===== config.mk =====
export PLATFORM = sky130hd
export DESIGN_NAME = bidirect_cnt_8
export DESIGN_NICKNAME = d
export VERILOG_FILES = /design/src/rtl/bidirect_cnt_8_pkg.sv /design/src/rtl/bidirect_cnt_8.sv
export SDC_FILE = /design/constraint.sdc
export NUM_CORES = 1
export LEC_CHECK = 0
export BUFFER_PORTS_ARGS = -buffer_cell sky130_fd_sc_hd__buf_2
export CAP_MARGIN = 40
export CORE_UTILIZATION = 44
export CTS_CLUSTER_DIAMETER = 50
export DETAILED_ROUTE_END_ITERATION = 7
export PLACE_DENSITY = 0.82
export SLEW_MARGIN = 20
export SYNTH_ARGS = -nofsm -noshare
export SYNTH_HDL_FRONTEND = slang
export SYNTH_SLANG_ARGS = --single-unit

===== constraint.sdc =====
create_clock -name clk -period 4.2 [get_ports clk]
set_input_delay 0.21 -clock clk [delete_from_list [all_inputs] [get_ports clk]]
set_output_delay 0.21 -clock clk [all_outputs]
set_load 0.05 [all_outputs]

===== src/rtl/bidirect_cnt_8_pkg.sv =====
// Shared sizing constants for the up/down counter and any sibling blocks
// that need to size their buses to match it.
package bidirect_cnt_8_pkg;

    localparam int                   CNT_WIDTH     = 8;
    localparam logic [CNT_WIDTH-1:0] CNT_RESET_VAL = '0;

endpackage


===== src/rtl/bidirect_cnt_8.sv =====
// Synchronous up/down counter with parallel load and count enable.
// Priority on each edge: reset, then load, then count, otherwise hold.
module bidirect_cnt_8
    import bidirect_cnt_8_pkg::*;
#(
    parameter int WIDTH = CNT_WIDTH
) (
    input  logic             clk,
    input  logic             reset,
    input  logic             en,
    input  logic             load,
    input  logic             up_down,
    input  logic [WIDTH-1:0] d,
    output logic [WIDTH-1:0] q
);

    localparam logic [WIDTH-1:0] STEP    = WIDTH'(1);
    localparam logic [WIDTH-1:0] RST_VAL = WIDTH'(CNT_RESET_VAL);

    logic [WIDTH-1:0] q_q;
    logic [WIDTH-1:0] q_d;

    // d is only consulted under load, so an unknown d cannot leak into q otherwise.
    always_comb begin
        q_d = q_q;
        if (load) begin
            q_d = d;
        end else if (en) begin
            if (up_down) begin
                q_d = q_q + STEP;
            end else begin
                q_d = q_q - STEP;
            end
        end
    end

    always_ff @(posedge clk) begin
        if (reset) begin
            q_q <= RST_VAL;
        end else begin
            q_q <= q_d;
        end
    end

    assign q = q_q;

endmodule


==> load_flow_metrics.sql, run 1 <==
INSERT INTO impl_metrics (metric_group, metric, value, unit) VALUES
('run_status', 'run_status', 'completed', ''),
('critical_path', 'reg2reg_setup_slack', '2.49', 'ns'),
('sta', 'post-route-min-period', '1.71', 'ns'),
('power_and_ir_drop', 'pwr-share-seq', '0.340', ''),
('hold_path', 'hold_path_class', 'input pin to flip-flop', ''),
('sta', 'timing.final.ws_setup', '2.49', 'ns'),
('critical_path', 'startpoint_type', 'flip-flop', ''),
('routing', 'vias_per_cell', '6.02', ''),
('power_and_ir_drop', 'p_clk_frac', '0.237', ''),
('sta', 'final.setup.tns', '0', 'ns'),
('clocking', 'cts.sink_count', '8', ''),
('critical_path', 'critPathMaxFanout', '4', ''),
('routing', 'wl_met1', '755', 'um'),
('placement', 'detailedPlacementHpwl', '1220', 'um'),
('yosys', 'synth-edff-count', '0', ''),
('floorplan', 'area_of_the_die', '1790', 'um^2'),
('power_and_ir_drop', 'p_sw', '0.107', 'mW'),
('placement', 'post-place-ws', '2.27', 'ns'),
('yosys', 'synthDistinctLibCells', '35', ''),
('placement', 'io_buffer_count', '20', ''),
('yosys', 'synth.yosys.seq_area_share', '0.224', ''),
('routing', 'detailed_route_wire_length_per_cell', '13.7', 'um'),
('sta', 'timing_limited_maximum_frequency', '0.585', 'GHz'),
('clocking', 'ctsLongestPathBuffers', '2', ''),
('placement', 'detailed_place.area', '808', 'um^2'),
('layout', 'antenna-diode-count', '0', ''),
('yosys', 'postSynthAreaPerCell', '8.41', 'um^2'),
('yosys', 'syn_area', '714', 'um^2'),
('power_and_ir_drop', 'ir_worst_vdd', '0.132', 'mV'),
('critical_path', 'timing.setup.critical_path_class', 'flip-flop to flip-flop', ''),
('global_route', 'global_route.usage.total', '0.209', ''),
('yosys', 'netlist_instances', '85', ''),
('routing', 'met2WireLength', '788', 'um'),
('sta', 'final_min_period_over_clock_period', '0.407', ''),
('layout', 'post_route_utilization', '0.551', ''),
('critical_path', 'element_type_at_the_critical_path_end', 'flip-flop', ''),
('clocking', 'cts_max_level', '1', ''),
('flow_run', 'max_cap_viol_count', '0', ''),
('routing', 'drt-pass1-iter-count', '4', ''),
('routing', 'final_antenna_net_count', '0', ''),
('floorplan', 'coreArea', '1510', 'um^2'),
('clocking', 'cts_post_setup_buffers_inserted', '0', ''),
('sta', 'setup_viol', '0', ''),
('sta', 'setup_repair_after_global_routing_missed_its_margin', 'no', ''),
('sta', 'worstMarginPinSlew', '0.392', 'ns'),
('yosys', 'synth_top_flop_cell', 'sky130_fd_sc_hd__dfxtp_1', ''),
('sta', 'timing.max_slew.rel_slack', '0.737', ''),
('routing', 'met3_wl_post_dr', '80', 'um'),
('layout', 'area.sequential', '160', 'um^2'),
('power_and_ir_drop', 'internal_power', '0.158', 'mW'),
('yosys', 'ys_seq_elements', '8', ''),
('layout', 'number_of_flip_flops_under_the_largest_register_name', '8', ''),
('clocking', 'clk_transition_reported_paths', '0.06', 'ns'),
('clocking', 'root_buffer', 'sky130_fd_sc_hd__clkbuf_4', ''),
('critical_path', 'cp.arrival', '1.90', 'ns'),
('global_route', 'first_global_vias', '642', ''),
('routing', 'dr.max_layer_used', 'met4', ''),
('sta', 'number_of_hold_violations_in_the_final_report', '0', ''),
('routing', 'detail_route.wirelength', '1650', 'um'),
('layout', 'design_area', '831', 'um^2'),
('clocking', 'cts-resized-gates', '0', ''),
('layout', 'nets_finish', '126', ''),
('routing', 'drc_errors', '0', ''),
('layout', 'n_fill_cell', '146', ''),
('floorplan', 'die_w', '42.3', 'um'),
('placement', 'globalplace.congestion', '0.909', ''),
('power_and_ir_drop', 'power_density', '318', 'nW/um^2'),
('clocking', 'clk-insertion-delay-late', '0.26', 'ns'),
('power_and_ir_drop', 'power.share.switching', '0.403', ''),
('floorplan', 'die_y', '42.3', 'um'),
('yosys', 'postSynthNetCount', '105', '');
placed cells by master, fill, tap and decap left out, types with 2 or more instances in the layout:
cell type	netlist	layout
sky130_fd_sc_hd__a211o_1	2	2
sky130_fd_sc_hd__a211oi_1	2	2
sky130_fd_sc_hd__a21oi_1	15	15
sky130_fd_sc_hd__buf_2	0	20
sky130_fd_sc_hd__clkbuf_4	0	3
sky130_fd_sc_hd__dfxtp_1	8	8
sky130_fd_sc_hd__ha_1	6	6
sky130_fd_sc_hd__nand2_1	2	2
sky130_fd_sc_hd__nor2_1	8	8
sky130_fd_sc_hd__nor3b_1	5	5
sky130_fd_sc_hd__o211ai_1	2	2
sky130_fd_sc_hd__o21a_1	4	4
sky130_fd_sc_hd__o21ai_0	2	2
sky130_fd_sc_hd__o21ai_1	2	2
sky130_fd_sc_hd__or3b_2	2	2
sky130_fd_sc_hd__xnor2_1	3	3
cell usage after synthesis, drive strengths merged, types with 2 or more instances:
| cell type | n | share of area |
|---|---|---|
| a211o | 2 | 0.025 |
| a211oi | 2 | 0.021 |
| a21oi | 15 | 0.11 |
| buf | 2 | 0.026 |
| clkbuf | 2 | 0.011 |
| dfxtp | 8 | 0.22 |
| ha | 6 | 0.11 |
| nand2 | 2 | 0.011 |
| nor2 | 8 | 0.042 |
| nor3b | 6 | 0.070 |
| o211ai | 2 | 0.021 |
| o21a | 4 | 0.042 |
| o21ai | 4 | 0.028 |
| or3b | 3 | 0.040 |
| xnor2 | 3 | 0.037 |
final timing paths:
kind,from,endpoint,cells after the start
worst max-delay path,q[1],q[7],5
worst min-delay path,d[2],q[2],3
worst max register to register,q[1],q[7],5
worst min register to register,q[4],q[4],3
worst max-delay path, stage by stage, from the launching register on:
cell,delay (ns)
sky130_fd_sc_hd__dfxtp_1,0.38
sky130_fd_sc_hd__ha_1,0.25
sky130_fd_sc_hd__a211o_1,0.34
sky130_fd_sc_hd__a41oi_1,0.24
sky130_fd_sc_hd__mux2_2,0.35
sky130_fd_sc_hd__o211ai_1,0.08
logic make-up after synthesis:
| family | Yosys count | synth area share |
|---|---|---|
| DFF | 8 | 0.224 |
| AOI/OAI and AO/OA | 31 | 0.266 |
| and+or+nand+nor | 29 | 0.268 |
| xor gates and xnor gates | 3 | 0.0368 |
| buffers and inverters | 5 | 0.0420 |
| adders and majority gates | 7 | 0.133 |
| muxes | 2 | 0.0298 |
power by group through the flow:
stage	registers (mW)	clock network, mW	logic [mW]
2_1_floorplan	0.116	0	0.0627
3_3_place_gp	0.0915	0	0.108
3_5_place_dp	0.0916	0	0.111
4_1_cts	0.0900	0.0638	0.112
5_1_grt	0.0914	0.0682	0.123
6_report	0.0900	0.0628	0.112
per-stage QoR:
| stage | power (mW) | cells | hold slack (ns) |
|---|---|---|---|
| after floorplan | 0.179 | 85 | 0.353 |
| after global placement | 0.199 | 117 | 0.439 |
| after detailed placement | 0.203 | 117 | 0.447 |
| after CTS | 0.266 | 120 | 0.177 |
| after global routing | 0.282 | 120 | 0.198 |
| final | 0.265 | 120 | 0.179 |
area by class of cell:
class                   count  area share
well taps                  16      0.0241
repair buffers             20       0.120
inverters                   1     0.00452
clock buffers               3      0.0271
multi-input cells          72       0.631
flip-flops and latches      8       0.193
layer usage:
layer,track usage,vias up
met4,0.0750,0
met3,0.0776,5
met1,0.253,335
met2,0.338,18
li1,-,364
met5,0,-
Note: power is estimated with default switching activity, not from simulation.
==> inputs of run 2 (changes only) <==
ABC_AREA = 1   (was default)
clock period = 1.6 ns   (was 4.2 ns; I/O delays follow)
==> load_flow_metrics.sql, run 2 <==
INSERT INTO impl_metrics (metric_group, metric, value, unit) VALUES
('run_status', 'run_status', 'completed', ''),
('clocking', 'ctsLongestPathBuffers', '2', ''),
('placement', 'io_buffer_count', '20', ''),
('critical_path', 'element_type_at_the_critical_path_end', 'flip-flop', ''),
('clocking', 'cts-resized-gates', '0', ''),
('global_route', 'first_global_vias', '613', ''),
('routing', 'drt-pass1-iter-count', '4', ''),
('clocking', 'ctsHoldBuffers', '0', ''),
('floorplan', 'die_w', '41.4', 'um'),
('critical_path', 'timing.setup.critical_path_class', 'flip-flop to flip-flop', ''),
('yosys', 'yosysMostFrequentCell', 'sky130_fd_sc_hd__nand2_1', ''),
('routing', 'drt_first_iter_violations', '14', ''),
('routing', 'vias_per_cell', '5.30', ''),
('global_route', 'number_of_antenna_violations_at_the_first_check_in_global_routing', '0', ''),
('floorplan', 'die_y', '41.4', 'um'),
('clocking', 'cts_post_setup_buffers_inserted', '0', ''),
('layout', 'area_delta_synth_final', '18.9', '%'),
('clocking', 'clk_transition_reported_paths', '0.06', 'ns'),
('critical_path', 'cp.arrival', '1.62', 'ns'),
('yosys', 'synth.top_cells.by_count', '30 x sky130_fd_sc_hd__nand2_1, 12 x sky130_fd_sc_hd__inv_1, 11 x sky130_fd_sc_hd__nand3_1', ''),
('routing', 'detailed_route_wire_length_per_cell', '11.0', 'um'),
('critical_path', 'worst_ep_required_time', '1.80', 'ns'),
('yosys', 'ys_seq_elements', '8', ''),
('sta', 'worst_clock_skew', '0.000680', 'ns'),
('sta', 'timing.max_slew.rel_slack', '0.806', ''),
('global_route', 'global_route.usage.total', '0.187', ''),
('routing', 'drc_errors', '0', ''),
('yosys', 'synth_largest_area_cell', 'sky130_fd_sc_hd__dfxtp_1', ''),
('yosys', 'syn_area', '683', 'um^2'),
('sta', 'final.setup.tns', '0', 'ns'),
('layout', 'post_route_utilization', '0.594', ''),
('layout', 'post_route_cells_drive_above_1_share', '0.275', ''),
('sta', 'fin_hold_ws', '0.0758', 'ns'),
('clocking', 'clk-insertion-delay-late', '0.26', 'ns'),
('global_route', 'grt.busiest_layer', 'met2', ''),
('sta', 'worstMarginPinSlew', '0.291', 'ns'),
('critical_path', 'startpoint_type', 'flip-flop', ''),
('floorplan', 'area_of_the_die', '1710', 'um^2'),
('yosys', 'synth.yosys.seq_area_share', '0.234', ''),
('routing', 'final_antenna_net_count', '0', ''),
('yosys', 'netlist.area_leader.share', '0.234', ''),
('sta', 'final_min_period_over_clock_period', '0.888', ''),
('yosys', 'postSynthNetCount', '119', ''),
('layout', 'number_of_flip_flops_under_the_largest_register_name', '8', ''),
('layout', 'final_common_cell', 'sky130_fd_sc_hd__nand2_1', ''),
('global_route', 'global_route_wire_length_before_repair', '2530', 'um'),
('yosys', 'postSynthAreaPerCell', '6.90', 'um^2'),
('routing', 'vias_after_detailed_routing', '716', ''),
('clocking', 'cts.sink_count', '8', ''),
('sta', 'number_of_hold_violations_in_the_final_report', '0', ''),
('global_route', 'globalRouteOverflowTotal', '0', ''),
('global_route', 'grt.met1_usage', '0.227', ''),
('power_and_ir_drop', 'power_density', '807', 'nW/um^2'),
('global_route', 'pin_count_of_the_biggest_net_entering_global_routing', '11', ''),
('hold_path', 'hold_path_class', 'input pin to flip-flop', ''),
('yosys', 'netlist_instances', '99', ''),
('sta', 'setup_repair_after_global_routing_missed_its_margin', 'no', ''),
('floorplan', 'initial_utilization', '0.500', ''),
('sta', 'drv_slew', '0', ''),
('sta', 'setup_viol', '0', ''),
('flow_run', 'max_cap_viol_count', '0', ''),
('floorplan', 'std_cell_rows', '13', ''),
('yosys', 'synth_async_reset_ratio', '0', ''),
('layout', 'most-common-layout-cells', '30 x sky130_fd_sc_hd__nand2_1, 20 x sky130_fd_sc_hd__buf_2, 12 x sky130_fd_sc_hd__inv_1', ''),
('clocking', 'cts_buffers', '3', ''),
('placement', 'globalplace.congestion', '0.789', ''),
('layout', 'nets_finish', '142', ''),
('placement', 'detailedPlacementHpwl', '1200', 'um'),
('global_route', 'globalRouteMet2Util', '0.309', ''),
('yosys', 'dominant_cells_by_area_after_synthesis', 'sky130_fd_sc_hd__dfxtp_1 23%, sky130_fd_sc_hd__nand2_1 16%, sky130_fd_sc_hd__ha_1 11%, sky130_fd_sc_hd__nand3_1 8.1%, sky130_fd_sc_hd__inv_1 6.6%', ''),
('floorplan', 'coreArea', '1370', 'um^2'),
('clocking', 'cts_max_level', '1', ''),
('power_and_ir_drop', 'leakagePower', '0.446', 'nW'),
('power_and_ir_drop', 'ir_worst_vdd', '0.432', 'mV'),
('layout', 'antenna-diode-count', '0', ''),
('yosys', 'synth-edff-count', '0', ''),
('floorplan', 'design.portCount', '21', ''),
('yosys', 'synth_top_flop_cell', 'sky130_fd_sc_hd__dfxtp_1', ''),
('clocking', 'root_buffer', 'sky130_fd_sc_hd__clkbuf_4', ''),
('sta', 'post-route-min-period', '1.42', 'ns'),
('clocking', 'cts_tree', 'built', ''),
('yosys', 'yosysWarningCount', '0', ''),
('global_route', 'global_route.usage.met3', '0.0261', ''),
('yosys', 'synthDistinctLibCells', '24', ''),
('critical_path', 'critPathMaxFanout', '5', ''),
('routing', 'detail_route.wirelength', '1490', 'um'),
('sta', 'timing_limited_maximum_frequency', '0.704', 'GHz');
-- run 2: cell types whose count changed after synthesis, moves of 3 or more --
cell | before | now
sky130_fd_sc_hd__a21oi_1 | 15 | 5
sky130_fd_sc_hd__nor2_1 | 8 | 3
sky130_fd_sc_hd__nand3_1 | 1 | 11
sky130_fd_sc_hd__o21a_1 | 4 | 0
sky130_fd_sc_hd__inv_1 | 1 | 12
sky130_fd_sc_hd__nand2_1 | 2 | 30
sky130_fd_sc_hd__a22oi_1 | 0 | 3
sky130_fd_sc_hd__xnor2_1 | 3 | 0
sky130_fd_sc_hd__nor3b_1 | 5 | 0
sky130_fd_sc_hd__a31oi_1 | 0 | 3
-- run 2: cell type report --
| cell class | count | area, um^2 |
|---|---|---|
| sequential | 8 | 164 |
| tap | 15 | 18.8 |
| inverter | 14 | 52.6 |
| fill | 133 | 554 |
| timing repair buffer | 20 | 100 |
| clock buffer | 3 | 22.5 |
| multi-input combinational | 75 | 454 |
-- run 2: report_power, final --
group          switching (mW)  internal [mW]
Combinational           0.169         0.0903
Clock                  0.0775         0.0864
Sequential             0.0147          0.217
Total                   0.261          0.394
-- run 2: final timing paths --
kind / cells past startpoint / slack [ns] / from / end
setup / recovery: 8 / 0.18 / q[0] / q[6]
hold / removal: 3 / 0.08 / d[2] / q[2]
hold reg to reg: 2 / 0.49 / q[2] / q[2]
setup reg to reg: 8 / 0.18 / q[0] / q[6]
-- run 2: worst max-delay path, cell delays in order, from the launching register on --
cell                       delay [ns]
sky130_fd_sc_hd__dfxtp_1         0.36
sky130_fd_sc_hd__fa_1            0.44
sky130_fd_sc_hd__nand2_1         0.08
sky130_fd_sc_hd__nand2_1         0.08
sky130_fd_sc_hd__nand3b_1        0.11
sky130_fd_sc_hd__nand2_1         0.06
sky130_fd_sc_hd__nand2_1         0.06
sky130_fd_sc_hd__nand3_1         0.06
sky130_fd_sc_hd__a21oi_1         0.11
-- run 2: cells by family (layout without fill, tap and decap cells) --
| group | count (synthesis) | in the layout | share of synthesized area |
|---|---|---|---|
| AO/OA/AOI/OAI | 16 | 16 | 0.165 |
| AND/OR/NAND/NOR | 51 | 51 | 0.348 |
| flip-flops | 8 | 8 | 0.234 |
| XOR/XNOR | 1 | 1 | 0.0128 |
| buffers and inverters | 16 | 37 | 0.101 |
| adder cells (fa/ha/maj) | 7 | 7 | 0.139 |
-- run 2: routing by layer --
metal	part of all wire	routed length (um)
met1	0.47	697
met2	0.48	713
met3	0.026	38
met4	0.025	37
met5	0	0
-- run 2: per-stage QoR --
stage	instance area (um^2)	total power [mW]	worst slack [ns]	cells
after floorplan	687	0.438	0.00545	99
after global placement	790	0.489	0.163	132
after global routing	812	0.695	0.0932	135
after CTS	812	0.658	0.181	135
after detailed placement	790	0.495	0.119	132
final	812	0.655	0.180	135
==> inputs of run 3 (changes only) <==
HOLD_SLACK_MARGIN = 0.08   (was default)
==> load_flow_metrics.sql, run 3 (synthesis results as in run 2) <==
INSERT INTO impl_metrics (metric_group, metric, value, unit) VALUES
('critical_path', 'crit_path_top_delay_cell', 'sky130_fd_sc_hd__fa_1', ''),
('critical_path', 'worst_ep_required_time', '1.80', 'ns'),
('layout', 'area_delta_synth_final', '21.8', '%'),
('routing', 'vias_per_cell', '5.31', ''),
('placement', 'io_buffer_count', '20', ''),
('routing', 'drc_errors', '0', ''),
('sta', 'worstMarginPinSlew', '0.291', 'ns'),
('layout', 'post_route_utilization', '0.609', ''),
('floorplan', 'die_w', '41.4', 'um'),
('clocking', 'clk-insertion-delay-late', '0.26', 'ns'),
('power_and_ir_drop', 'finalPower', '0.658', 'mW'),
('floorplan', 'area_of_the_die', '1710', 'um^2'),
('sta', 'drv_slew', '0', ''),
('power_and_ir_drop', 'ir_worst_vdd', '0.436', 'mV'),
('routing', 'drt_first_iter_violations', '14', ''),
('critical_path', 'cp.arrival', '1.62', 'ns'),
('layout', 'most-common-layout-cells', '30 x sky130_fd_sc_hd__nand2_1, 20 x sky130_fd_sc_hd__buf_2, 12 x sky130_fd_sc_hd__inv_1', ''),
('sta', 'timing.max_slew.rel_slack', '0.806', ''),
('layout', 'nets_finish', '144', ''),
('placement', 'globalplace.congestion', '0.789', ''),
('global_route', 'first_global_vias', '619', ''),
('sta', 'post-route-min-period', '1.42', 'ns'),
('floorplan', 'initial_utilization', '0.500', ''),
('sta', 'final.setup.tns', '0', 'ns'),
('clocking', 'cts_tree', 'built', ''),
('clocking', 'root_buffer', 'sky130_fd_sc_hd__clkbuf_4', ''),
('power_and_ir_drop', 'power_density', '791', 'nW/um^2'),
('critical_path', 'critical_path.cell_chain', 'fa_1 > nand2_1 > nand2_1 > nand3b_1 > nand2_1 > nand2_1 > nand3_1 > a21oi_1', ''),
('layout', 'post_route_cells_drive_above_1_share', '0.270', ''),
('layout', 'number_of_flip_flops_under_the_largest_register_name', '8', ''),
('layout', 'final_common_cell', 'sky130_fd_sc_hd__nand2_1', ''),
('clocking', 'cts_buffers', '3', ''),
('global_route', 'number_of_antenna_violations_at_the_first_check_in_global_routing', '0', ''),
('sta', 'setup_viol', '0', ''),
('flow_run', 'max_cap_viol_count', '0', ''),
('sta', 'number_of_hold_violations_in_the_final_report', '0', ''),
('routing', 'drt-pass1-iter-count', '4', ''),
('run_status', 'run_status', 'completed', ''),
('critical_path', 'element_type_at_the_critical_path_end', 'flip-flop', ''),
('clocking', 'cts-resized-gates', '0', ''),
('hold_path', 'hold_path_class', 'input pin to flip-flop', ''),
('sta', 'worst_clock_skew', '0.00127', 'ns'),
('global_route', 'global_route.usage.total', '0.189', ''),
('routing', 'detailed_route_wire_length_per_cell', '11.0', 'um'),
('clocking', 'cts.sink_count', '8', ''),
('sta', 'final_min_period_over_clock_period', '0.887', ''),
('sta', 'setup_repair_after_global_routing_missed_its_margin', 'no', ''),
('clocking', 'ctsLongestPathBuffers', '2', ''),
('floorplan', 'std_cell_rows', '13', ''),
('critical_path', 'startpoint_type', 'flip-flop', ''),
('global_route', 'globalRouteOverflowTotal', '0', ''),
('critical_path', 'slowest_delay', '0.44', 'ns'),
('critical_path', 'critPathMaxFanout', '5', ''),
('placement', 'detailedPlacementHpwl', '1200', 'um'),
('global_route', 'pin_count_of_the_biggest_net_entering_global_routing', '11', ''),
('routing', 'detail_route.wirelength', '1500', 'um'),
('global_route', 'global_route_wire_length_before_repair', '2560', 'um'),
('clocking', 'clk_transition_reported_paths', '0.06', 'ns'),
('clocking', 'cts_max_level', '1', ''),
('floorplan', 'die_y', '41.4', 'um'),
('sta', 'timing_limited_maximum_frequency', '0.704', 'GHz'),
('floorplan', 'coreArea', '1370', 'um^2'),
('floorplan', 'design.portCount', '21', ''),
('critical_path', 'path_common_cell', 'sky130_fd_sc_hd__nand2_1', ''),
('power_and_ir_drop', 'leakagePower', '0.455', 'nW'),
('layout', 'final-instance-count-excl-fill', '137', ''),
('placement', 'dpl.cell_count', '132', ''),
('routing', 'final_antenna_net_count', '0', ''),
('routing', 'vias_after_detailed_routing', '728', ''),
('layout', 'antenna-diode-count', '0', ''),
('critical_path', 'timing.setup.critical_path_class', 'flip-flop to flip-flop', '');
-- run 3: changes by cell type in the layout (fill, tap and decap cells not counted) --
cell,before,now
sky130_fd_sc_hd__dlygate4sd3_1,0,2
-- run 3: timing repair --
action,in CTS,in global routing
buffers inserted,0,0
hold buffers,2,0
hold endpoints to repair,2,0
-- run 3: layout make-up --
type | instances | area (um^2)
clock buffers | 3 | 22.5
fillers | 128 | 534
inverters | 14 | 52.6
multi-input cells | 75 | 454
flip-flops and latches | 8 | 164
well taps | 15 | 18.8
repair buffers | 22 | 120
-- run 3: routing by layer --
layer	global-route usage	wire length (um)	vias to the layer above
met4	0.116	37	0
met1	0.229	679	329
met5	0	0	-
li1	-	-	374
met3	0.0261	65	5
met2	0.313	719	20
-- run 3: worst paths after layout --
kind	from	slack, ns	cells past startpoint	to
setup / recovery	q[0]	0.18	8	q[6]
hold / removal	reset	0.09	2	q[2]
setup reg to reg	q[0]	0.18	8	q[6]
hold reg to reg	q[2]	0.50	2	q[2]
-- run 3: per-stage QoR --
stage	setup slack [ns]	hold WS (ns)	area (um^2)
floorplan	0.00545	0.237	687
global placement	0.163	0.349	790
detailed placement	0.119	0.353	790
CTS	0.181	0.0836	832
global route	0.0932	0.102	832
finish	0.180	0.0883	832
-- run 3: power breakdown --
group | switching [mW] | leakage, nW | total [mW] | internal [mW]
sequential | 0.0147 | 0.0673 | 0.232 | 0.217
clock | 0.0770 | 0.0138 | 0.163 | 0.0864
combinational | 0.170 | 0.374 | 0.263 | 0.0935
total | 0.261 | 0.455 | 0.658 | 0.397
-- run 3: critical path: cells and delay by family, from the launching register on --
| kind | cells | cell delay (ns) |
|---|---|---|
| adder cells (fa/ha/maj) | 1 | 0.44 |
| AND/OR/NAND/NOR | 6 | 0.45 |
| flip-flops | 1 | 0.36 |
| AO/OA/AOI/OAI | 1 | 0.11 |
